===== config.mk =====
export PLATFORM = sky130hd
export DESIGN_NAME = pipe_ctrl_flat
export DESIGN_NICKNAME = d
export VERILOG_FILES = /design/src/rtl/pipe_ctrl_if.sv /design/src/rtl/pipe_ctrl.sv /design/src/flat_wrapper.sv
export SDC_FILE = /design/constraint.sdc
export NUM_CORES = 1
export LEC_CHECK = 0
export ABC_AREA = 1
export CORE_MARGIN = 1
export CORE_UTILIZATION = 35
export CTS_CLUSTER_SIZE = 20
export DETAILED_ROUTE_END_ITERATION = 16
export PLACE_DENSITY = 0.8
export SLEW_MARGIN = 10
export SYNTH_ARGS = -nofsm -noshare
export SYNTH_HDL_FRONTEND = slang
export SYNTH_SLANG_ARGS = --single-unit

===== constraint.sdc =====
create_clock -name clk -period 1.6 [get_ports clk]
set_input_delay 0.24 -clock clk [delete_from_list [all_inputs] [get_ports clk]]
set_output_delay 0.24 -clock clk [all_outputs]
set_load 0.1 [all_outputs]

===== src/rtl/pipe_ctrl_if.sv =====
// Handshake bundle between the hazard unit / memory side and pipe_ctrl.
// The slave modport is the controller's view; the master modport is the
// environment that drives the requests and observes the enables.
interface pipe_ctrl_if;

  // Requests into the controller
  logic        hazard_stall;
  logic        branch_taken;
  logic        mem_req;
  logic        mem_ready;
  logic        halt_in;
  logic        resume;

  // Pipeline register controls out of the controller
  logic        pc_en;
  logic        if_id_en;
  logic        id_ex_en;
  logic        ex_mem_en;
  logic        mem_wb_en;
  logic        if_id_flush;
  logic        id_ex_bubble;

  // Status
  logic        halted;
  logic [2:0]  state;
  logic        stall_err;
  logic [15:0] stall_cycles;

  modport master (
    output hazard_stall,
    output branch_taken,
    output mem_req,
    output mem_ready,
    output halt_in,
    output resume,
    input  pc_en,
    input  if_id_en,
    input  id_ex_en,
    input  ex_mem_en,
    input  mem_wb_en,
    input  if_id_flush,
    input  id_ex_bubble,
    input  halted,
    input  state,
    input  stall_err,
    input  stall_cycles
  );

  modport slave (
    input  hazard_stall,
    input  branch_taken,
    input  mem_req,
    input  mem_ready,
    input  halt_in,
    input  resume,
    output pc_en,
    output if_id_en,
    output id_ex_en,
    output ex_mem_en,
    output mem_wb_en,
    output if_id_flush,
    output id_ex_bubble,
    output halted,
    output state,
    output stall_err,
    output stall_cycles
  );

endinterface


===== src/rtl/pipe_ctrl.sv =====
// Pipeline sequencing controller for the 5-stage core.
// Converts hazard stall, branch redirect, data-memory wait and halt into
// per-stage register enables plus IF/ID flush and ID/EX bubble.
// Optional feature: define PIPE_PERF_EN to build the stall_cycles counter;
// without it stall_cycles is tied to zero.
module pipe_ctrl #(
  parameter int unsigned BRANCH_PENALTY = 2,  // 0..7
  parameter int unsigned MAX_STALL      = 3   // 1..15
) (
  input  logic       clk,
  input  logic       rst,
  pipe_ctrl_if.slave pipe_io
);

  typedef enum logic [2:0] {
    StRun    = 3'd0,
    StHstall = 3'd1,
    StMwait  = 3'd2,
    StFlush  = 3'd3,
    StHalt   = 3'd4
  } state_e;

  // Remaining FLUSH cycles after the branch cycle itself
  localparam logic [2:0] FlushInit = (BRANCH_PENALTY == 0) ? 3'd0 : 3'(BRANCH_PENALTY - 1);
  localparam logic [3:0] HzMax     = 4'hF;

  state_e     state_q, state_d;
  logic [2:0] flush_cnt_q, flush_cnt_d;
  logic [3:0] hz_cnt_q, hz_cnt_d;
  logic       stall_err_q, stall_err_d;

  logic memstall;
  logic run_like;

  logic pc_en;
  logic if_id_en;
  logic id_ex_en;
  logic ex_mem_en;
  logic mem_wb_en;
  logic if_id_flush;
  logic id_ex_bubble;
  logic halted;

  assign memstall = pipe_io.mem_req & ~pipe_io.mem_ready;

  // MWAIT with the access completing is evaluated exactly like RUN; the
  // frozen EX/MEM means a pending branch_taken is still valid here.
  assign run_like = (state_q == StRun) | (state_q == StHstall) |
                    ((state_q == StMwait) & pipe_io.mem_ready);

  // Next-state, counters and combinational pipeline controls
  always_comb begin
    state_d      = state_q;
    flush_cnt_d  = flush_cnt_q;
    hz_cnt_d     = '0;
    stall_err_d  = stall_err_q;
    pc_en        = 1'b1;
    if_id_en     = 1'b1;
    id_ex_en     = 1'b1;
    ex_mem_en    = 1'b1;
    mem_wb_en    = 1'b1;
    if_id_flush  = 1'b0;
    id_ex_bubble = 1'b0;
    halted       = 1'b0;

    if (run_like) begin
      if (memstall) begin
        pc_en     = 1'b0;
        if_id_en  = 1'b0;
        id_ex_en  = 1'b0;
        ex_mem_en = 1'b0;
        mem_wb_en = 1'b0;
        state_d   = StMwait;
      end else if (pipe_io.branch_taken) begin
        if_id_flush  = 1'b1;
        id_ex_bubble = 1'b1;
        if (BRANCH_PENALTY == 0) begin
          state_d = StRun;
        end else begin
          state_d     = StFlush;
          flush_cnt_d = FlushInit;
        end
      end else if (pipe_io.hazard_stall) begin
        pc_en        = 1'b0;
        if_id_en     = 1'b0;
        id_ex_bubble = 1'b1;
        state_d      = StHstall;
        hz_cnt_d     = (hz_cnt_q == HzMax) ? HzMax : hz_cnt_q + 4'd1;
        // Incremented count would exceed the legal stall run
        if (32'(hz_cnt_q) >= MAX_STALL) begin
          stall_err_d = 1'b1;
        end
      end else if (pipe_io.halt_in) begin
        pc_en        = 1'b0;
        if_id_en     = 1'b0;
        id_ex_bubble = 1'b1;
        state_d      = StHalt;
      end else begin
        state_d = StRun;
      end
    end else begin
      unique case (state_q)
        StMwait: begin
          // Access still outstanding: freeze the whole pipe
          pc_en     = 1'b0;
          if_id_en  = 1'b0;
          id_ex_en  = 1'b0;
          ex_mem_en = 1'b0;
          mem_wb_en = 1'b0;
        end
        StFlush: begin
          // Hazard, halt and a new branch are ignored; EX holds a bubble
          if_id_flush = 1'b1;
          if (memstall) begin
            pc_en     = 1'b0;
            if_id_en  = 1'b0;
            id_ex_en  = 1'b0;
            ex_mem_en = 1'b0;
            mem_wb_en = 1'b0;
          end else if (flush_cnt_q == 3'd0) begin
            state_d = StRun;
          end else begin
            flush_cnt_d = flush_cnt_q - 3'd1;
          end
        end
        StHalt: begin
          // Front end stopped, back end keeps draining unless memory stalls
          pc_en        = 1'b0;
          if_id_en     = 1'b0;
          id_ex_bubble = 1'b1;
          halted       = 1'b1;
          if (memstall) begin
            id_ex_en  = 1'b0;
            ex_mem_en = 1'b0;
            mem_wb_en = 1'b0;
          end else if (pipe_io.resume) begin
            state_d = StRun;
          end
        end
        default: begin
          state_d = StRun;
        end
      endcase
    end

    // Reset overrides all controls so every register loads a NOP
    if (rst) begin
      pc_en        = 1'b0;
      if_id_en     = 1'b0;
      id_ex_en     = 1'b0;
      ex_mem_en    = 1'b0;
      mem_wb_en    = 1'b0;
      if_id_flush  = 1'b1;
      id_ex_bubble = 1'b1;
      halted       = 1'b0;
    end
  end

  // State and counter registers with synchronous reset
  always_ff @(posedge clk) begin
    if (rst) begin
      state_q     <= StRun;
      flush_cnt_q <= '0;
      hz_cnt_q    <= '0;
      stall_err_q <= 1'b0;
    end else begin
      state_q     <= state_d;
      flush_cnt_q <= flush_cnt_d;
      hz_cnt_q    <= hz_cnt_d;
      stall_err_q <= stall_err_d;
    end
  end

`ifdef PIPE_PERF_EN
  logic [15:0] stall_cycles_q;

  // Count front-end stall cycles, saturating
  always_ff @(posedge clk) begin
    if (rst) begin
      stall_cycles_q <= '0;
    end else if (!pc_en && (stall_cycles_q != 16'hFFFF)) begin
      stall_cycles_q <= stall_cycles_q + 16'd1;
    end
  end

  assign pipe_io.stall_cycles = stall_cycles_q;
`else
  assign pipe_io.stall_cycles = 16'd0;
`endif

  assign pipe_io.pc_en        = pc_en;
  assign pipe_io.if_id_en     = if_id_en;
  assign pipe_io.id_ex_en     = id_ex_en;
  assign pipe_io.ex_mem_en    = ex_mem_en;
  assign pipe_io.mem_wb_en    = mem_wb_en;
  assign pipe_io.if_id_flush  = if_id_flush;
  assign pipe_io.id_ex_bubble = id_ex_bubble;
  assign pipe_io.halted       = halted;
  assign pipe_io.state        = state_q;
  assign pipe_io.stall_err    = stall_err_q;

endmodule


===== src/flat_wrapper.sv =====
// flat-port wrapper written by rule: the top's interface ports become plain ports
module pipe_ctrl_flat 
#(
  parameter int unsigned BRANCH_PENALTY = 2,         
  parameter int unsigned MAX_STALL      = 3           
)
  (clk, rst, pipe_io_hazard_stall, pipe_io_branch_taken, pipe_io_mem_req, pipe_io_mem_ready, pipe_io_halt_in, pipe_io_resume, pipe_io_pc_en, pipe_io_if_id_en, pipe_io_id_ex_en, pipe_io_ex_mem_en, pipe_io_mem_wb_en, pipe_io_if_id_flush, pipe_io_id_ex_bubble, pipe_io_halted, pipe_io_state, pipe_io_stall_err, pipe_io_stall_cycles);
  pipe_ctrl_if pipe_io_i ();
  input  logic clk;
  input  logic rst;
  input wire logic [$bits(pipe_io_i.hazard_stall)-1:0] pipe_io_hazard_stall;
  input wire logic [$bits(pipe_io_i.branch_taken)-1:0] pipe_io_branch_taken;
  input wire logic [$bits(pipe_io_i.mem_req)-1:0] pipe_io_mem_req;
  input wire logic [$bits(pipe_io_i.mem_ready)-1:0] pipe_io_mem_ready;
  input wire logic [$bits(pipe_io_i.halt_in)-1:0] pipe_io_halt_in;
  input wire logic [$bits(pipe_io_i.resume)-1:0] pipe_io_resume;
  output wire logic [$bits(pipe_io_i.pc_en)-1:0] pipe_io_pc_en;
  output wire logic [$bits(pipe_io_i.if_id_en)-1:0] pipe_io_if_id_en;
  output wire logic [$bits(pipe_io_i.id_ex_en)-1:0] pipe_io_id_ex_en;
  output wire logic [$bits(pipe_io_i.ex_mem_en)-1:0] pipe_io_ex_mem_en;
  output wire logic [$bits(pipe_io_i.mem_wb_en)-1:0] pipe_io_mem_wb_en;
  output wire logic [$bits(pipe_io_i.if_id_flush)-1:0] pipe_io_if_id_flush;
  output wire logic [$bits(pipe_io_i.id_ex_bubble)-1:0] pipe_io_id_ex_bubble;
  output wire logic [$bits(pipe_io_i.halted)-1:0] pipe_io_halted;
  output wire logic [$bits(pipe_io_i.state)-1:0] pipe_io_state;
  output wire logic [$bits(pipe_io_i.stall_err)-1:0] pipe_io_stall_err;
  output wire logic [$bits(pipe_io_i.stall_cycles)-1:0] pipe_io_stall_cycles;
  assign pipe_io_i.hazard_stall = pipe_io_hazard_stall;
  assign pipe_io_i.branch_taken = pipe_io_branch_taken;
  assign pipe_io_i.mem_req = pipe_io_mem_req;
  assign pipe_io_i.mem_ready = pipe_io_mem_ready;
  assign pipe_io_i.halt_in = pipe_io_halt_in;
  assign pipe_io_i.resume = pipe_io_resume;
  assign pipe_io_pc_en = pipe_io_i.pc_en;
  assign pipe_io_if_id_en = pipe_io_i.if_id_en;
  assign pipe_io_id_ex_en = pipe_io_i.id_ex_en;
  assign pipe_io_ex_mem_en = pipe_io_i.ex_mem_en;
  assign pipe_io_mem_wb_en = pipe_io_i.mem_wb_en;
  assign pipe_io_if_id_flush = pipe_io_i.if_id_flush;
  assign pipe_io_id_ex_bubble = pipe_io_i.id_ex_bubble;
  assign pipe_io_halted = pipe_io_i.halted;
  assign pipe_io_state = pipe_io_i.state;
  assign pipe_io_stall_err = pipe_io_i.stall_err;
  assign pipe_io_stall_cycles = pipe_io_i.stall_cycles;
  pipe_ctrl #(.BRANCH_PENALTY(BRANCH_PENALTY), .MAX_STALL(MAX_STALL)) u_core (.clk(clk), .rst(rst), .pipe_io(pipe_io_i));
endmodule

==> reports/results.tsv <==
stage	metric	value	unit
run_status	run status	complete, but fails checks	
run_status	violations in the final reports	negative setup slack	
timing	count of final hold-check violations	0	
global_route	Overflow after GRT	0	
finish	most frequent cells in the layout	buf_4 (26), conb_1 (16), nand2_1 (13)	
route	Pre-Repair DR Iteration Count	4	
timing	setup repair after global routing missed its margin	true	
die	Die Footprint	2600	um^2
yosys	cells after synthesis	125	
yosys	main flop type after synthesis	dfxtp_1	
die	Die Width	51.0	um
yosys	Mapped Area	840	um^2
finish	core occupancy in the finished layout	63.3	%
worst_setup_path	required arrival time at the worst endpoint	1.36	ns
yosys	post-synthesis area per instance	6.72	um^2
power	sequential fraction of design power	24.2	%
run	max-cap check violation count	0	
yosys	cells taking the most area after synthesis	dfxtp_1 (26%), buf_4 (17%), nand2_1 (8.9%)	
global_route	number of global-route vias before repair	866	
finish	# diodes	0	
worst_setup_path	minimum setup slack among reg-to-reg paths	-0.08	ns
power	combinational share of power	61.2	%
power	switching power share of the total	50.3	%
timing	Clock Skews	0.00557	ns
yosys	number of storage elements in the synthesis netlist	11	
timing	shortest clock period the worst path allows after layout	1.75	ns
finish	Syn-to-layout area delta	68.4	%
yosys	portion of synthesized cell area occupied by the leading cell type	26.2	%
power	clock group share of total power	14.5	%
worst_setup_path	capture instance of the worst register-to-register path	u_core.flush_cnt_q[2]	
route	met1 wire length	923	um
die	number of top-level design ports	36	
worst_hold_path	cell depth of the worst min-delay path	1	
route	routed length on met2	1.24	mm
global_route	antenna violations before repair	0	
route	detailed-routed wire length on met3	102	um
die	height of the die	51.0	um
yosys	synthesized-area fraction occupied by adder cells	4.47	%
clock_network	H-Tree Depth	1	
worst_hold_path	Hold Path Sink	u_core.hz_cnt_q[0]	
yosys	part of the Yosys area used for sequential elements	26.2	%
clock_network	CTS buffer count	3	
worst_setup_path	biggest fanout along the worst timing path	3	
yosys	number of different library cells in the post-synthesis netlist	22	
power	power dissipated by switching net loads	0.000649	W
timing	number of pins with negative max-slew slack in the final report	0	
yosys	count of flip-flops with a built-in enable after synthesis	0	
worst_setup_path	kind of end point of the critical path	primary output	
worst_setup_path	startpoint kind of the worst setup timing path	input port	
route	number of violations reported at the end of detailed-routing iteration 0	25	
timing	Final period util	110	%
die	floorplan core area	2230	um^2
finish	Layout fillers	168	
worst_setup_path	source of the worst register-to-register timing path	u_core.pipe_io.state[2]	
power	Max rail drop VDD	0.567	mV
yosys	proportion of synthesized flip-flops having asynchronous set or reset	0	%
yosys	synthesized-area fraction occupied by and/or/nand/nor cells	36.2	%
global_route	pin count of the biggest net entering global routing	8	
worst_setup_path	arrival time at the worst endpoint	1.51	ns
placed_design	Buffers on Ports	19	
power	cell-internal power	0.000641	W
worst_hold_path	hold path startpoint	u_core.hz_cnt_q[0]	
route	routed via count divided by cell count	4.68	
yosys	dominant combinational cell family by area after synthesis	simple AND/OR/NAND/NOR gates	
placed_design	HPWL after detailed placement	1.72	mm
clock_network	clock tree buffer depth	2	
route	post-detailed-route wirelength per cell	11.7	um
route	count of nets left with antenna violations after detail routing	0	
placed_design	RePlAce Congestion	0.880	
yosys	count of yosys warnings during synthesis	0	
timing	setup total negative slack	-1.11	ns
worst_setup_path	worst reg2reg path depth	11	
clock_network	clock-pin slew on the worst setup and hold paths	0.07	ns
yosys	portion of netlist area occupied by mux cells	0	%
worst_hold_path	worst min path class	flop to flop	
finish	fraction of layout instances using a drive strength above 1	44.1	%
yosys	post-synthesis share of cell area spent on xor and xnor gates	0	%
yosys	compound-cell area share of the yosys netlist	8.94	%
yosys	Yosys top cell by area	dfxtp_1	
global_route	aggregate global-route resource usage	19.6	%
timing	least setup slack across all paths after layout	-0.154	ns
die	effective utilization at floorplan	37.6	%
finish	number of nets in the finished design	182	
power	cell leakage power	0.675	nW
route	Max Used Layer	met4	
global_route	first-pass GRT wire length	3.73	mm
clock_network	worst skew pair latency	0.27	ns
power	Overall Power	0.00129	W
timing	final-report setup violation count	10	
route	vias	926	
power	P per Cell Area	912	nW/um^2
clock_network	clock tree sinks	11	
worst_setup_path	Crit Path Category	input port to primary output	
timing	Achievable Freq	570	MHz
clock_network	clock tree from TritonCTS	yes	
route	number of remaining DRC errors	0	
clock_network	clock tree root buffer cell	clkbuf_4	
route	wire length after detailed routing	2.33	mm
finish	most common cell after layout, fill and taps aside	buf_4	
die	row count	17	
timing	WHS	0.480	ns
-- per-stage QoR --
| step | setup WS (ns) | instance area [um^2] | std cells |
|---|---|---|---|
| 2_1_floorplan | -0.823 | 963 | 140 |
| 4_1_cts | -0.158 | 1370 | 196 |
| 3_5_place_dp | -0.316 | 1270 | 184 |
| 6_report | -0.154 | 1410 | 198 |
| 3_3_place_gp | -0.247 | 1270 | 184 |
| 5_1_grt | -0.246 | 1410 | 198 |
-- synthesized netlist by cell type (2+ instances only) --
cell,number
nand4_1,2
ha_1,3
nor2_2,5
inv_1,11
nor2_1,16
nand2_2,4
o21ai_0,2
inv_2,4
nand3_1,9
o21ai_1,3
nand2_1,20
nand3b_1,2
a21oi_1,7
buf_4,19
dfxtp_1,11
-- sequential cells by signal (all words and copies together), names as in the netlist --
signal / flops
u_core.hz_cnt_q: 4
u_core.pipe_io.stall_err: 1
u_core.flush_cnt_q: 3
u_core.pipe_io.state: 3
-- what timing repair did --
action                                  CTS  global route
hold buffers                              0             0
pin swaps                                 2             3
setup buffers                             8             2
endpoints found under the setup margin    7            10
resized for setup                         7             7
-- critical path: stages --
cell and delay [ns]:
clkdlybuf4s50_1 0.43, nand2_2 0.10, inv_2 0.06, nand2_2 0.08
nand2_1 0.08, nor3_4 0.30, buf_12 0.21
-- worst max-delay path by stage --
stage                             from          endpoint  slack (ns)  cells after the start
2_1_floorplan  u_core.pipe_io.state[0]     pipe_io_pc_en       -0.82                      9
3_3_place_gp         pipe_io_mem_ready  pipe_io_if_id_en       -0.25                      8
3_5_place_dp         pipe_io_mem_ready  pipe_io_if_id_en       -0.32                      8
4_1_cts        u_core.pipe_io.state[0]  pipe_io_if_id_en       -0.16                      9
5_1_grt        u_core.pipe_io.state[0]  pipe_io_if_id_en       -0.25                      9
6_report               pipe_io_mem_req  pipe_io_if_id_en       -0.15                      7
-- power by group through the flow --
stage	registers, W	logic (W)	clock network (W)
detailed placement	0.000319	0.000717	0
global route	0.000315	0.000830	0.000205
global placement	0.000318	0.000704	0
floorplan	0.000357	0.000513	0
CTS	0.000310	0.000762	0.000190
finish	0.000313	0.000790	0.000187
-- per-layer routing --
| metal | vias up | GRT usage [%] |
|---|---|---|
| met2 | 34 | 36.0 |
| li1 | 453 | - |
| met5 | - | 0 |
| met3 | 6 | 3.57 |
| met4 | 0 | 9.72 |
| met1 | 433 | 21.1 |
-- layout make-up --
cell class	instances	area [um^2]	area share, %
repair buffers	45	504	35.7
clock buffers	4	26.3	1.86
inverters	15	58.8	4.16
well taps	28	35.0	2.48
multi-input cells	95	558	39.5
flip-flops and latches	11	231	16.4
-- logic make-up (layout without fill, tap and decap cells) --
kind of cell,count (synthesis),after routing
compound gates,14,14
fa+ha+maj,3,3
buf+inv,34,64
flops,11,11
other cells,1,16
simple gates,62,62
Note: power is estimated with default switching activity, not from simulation.
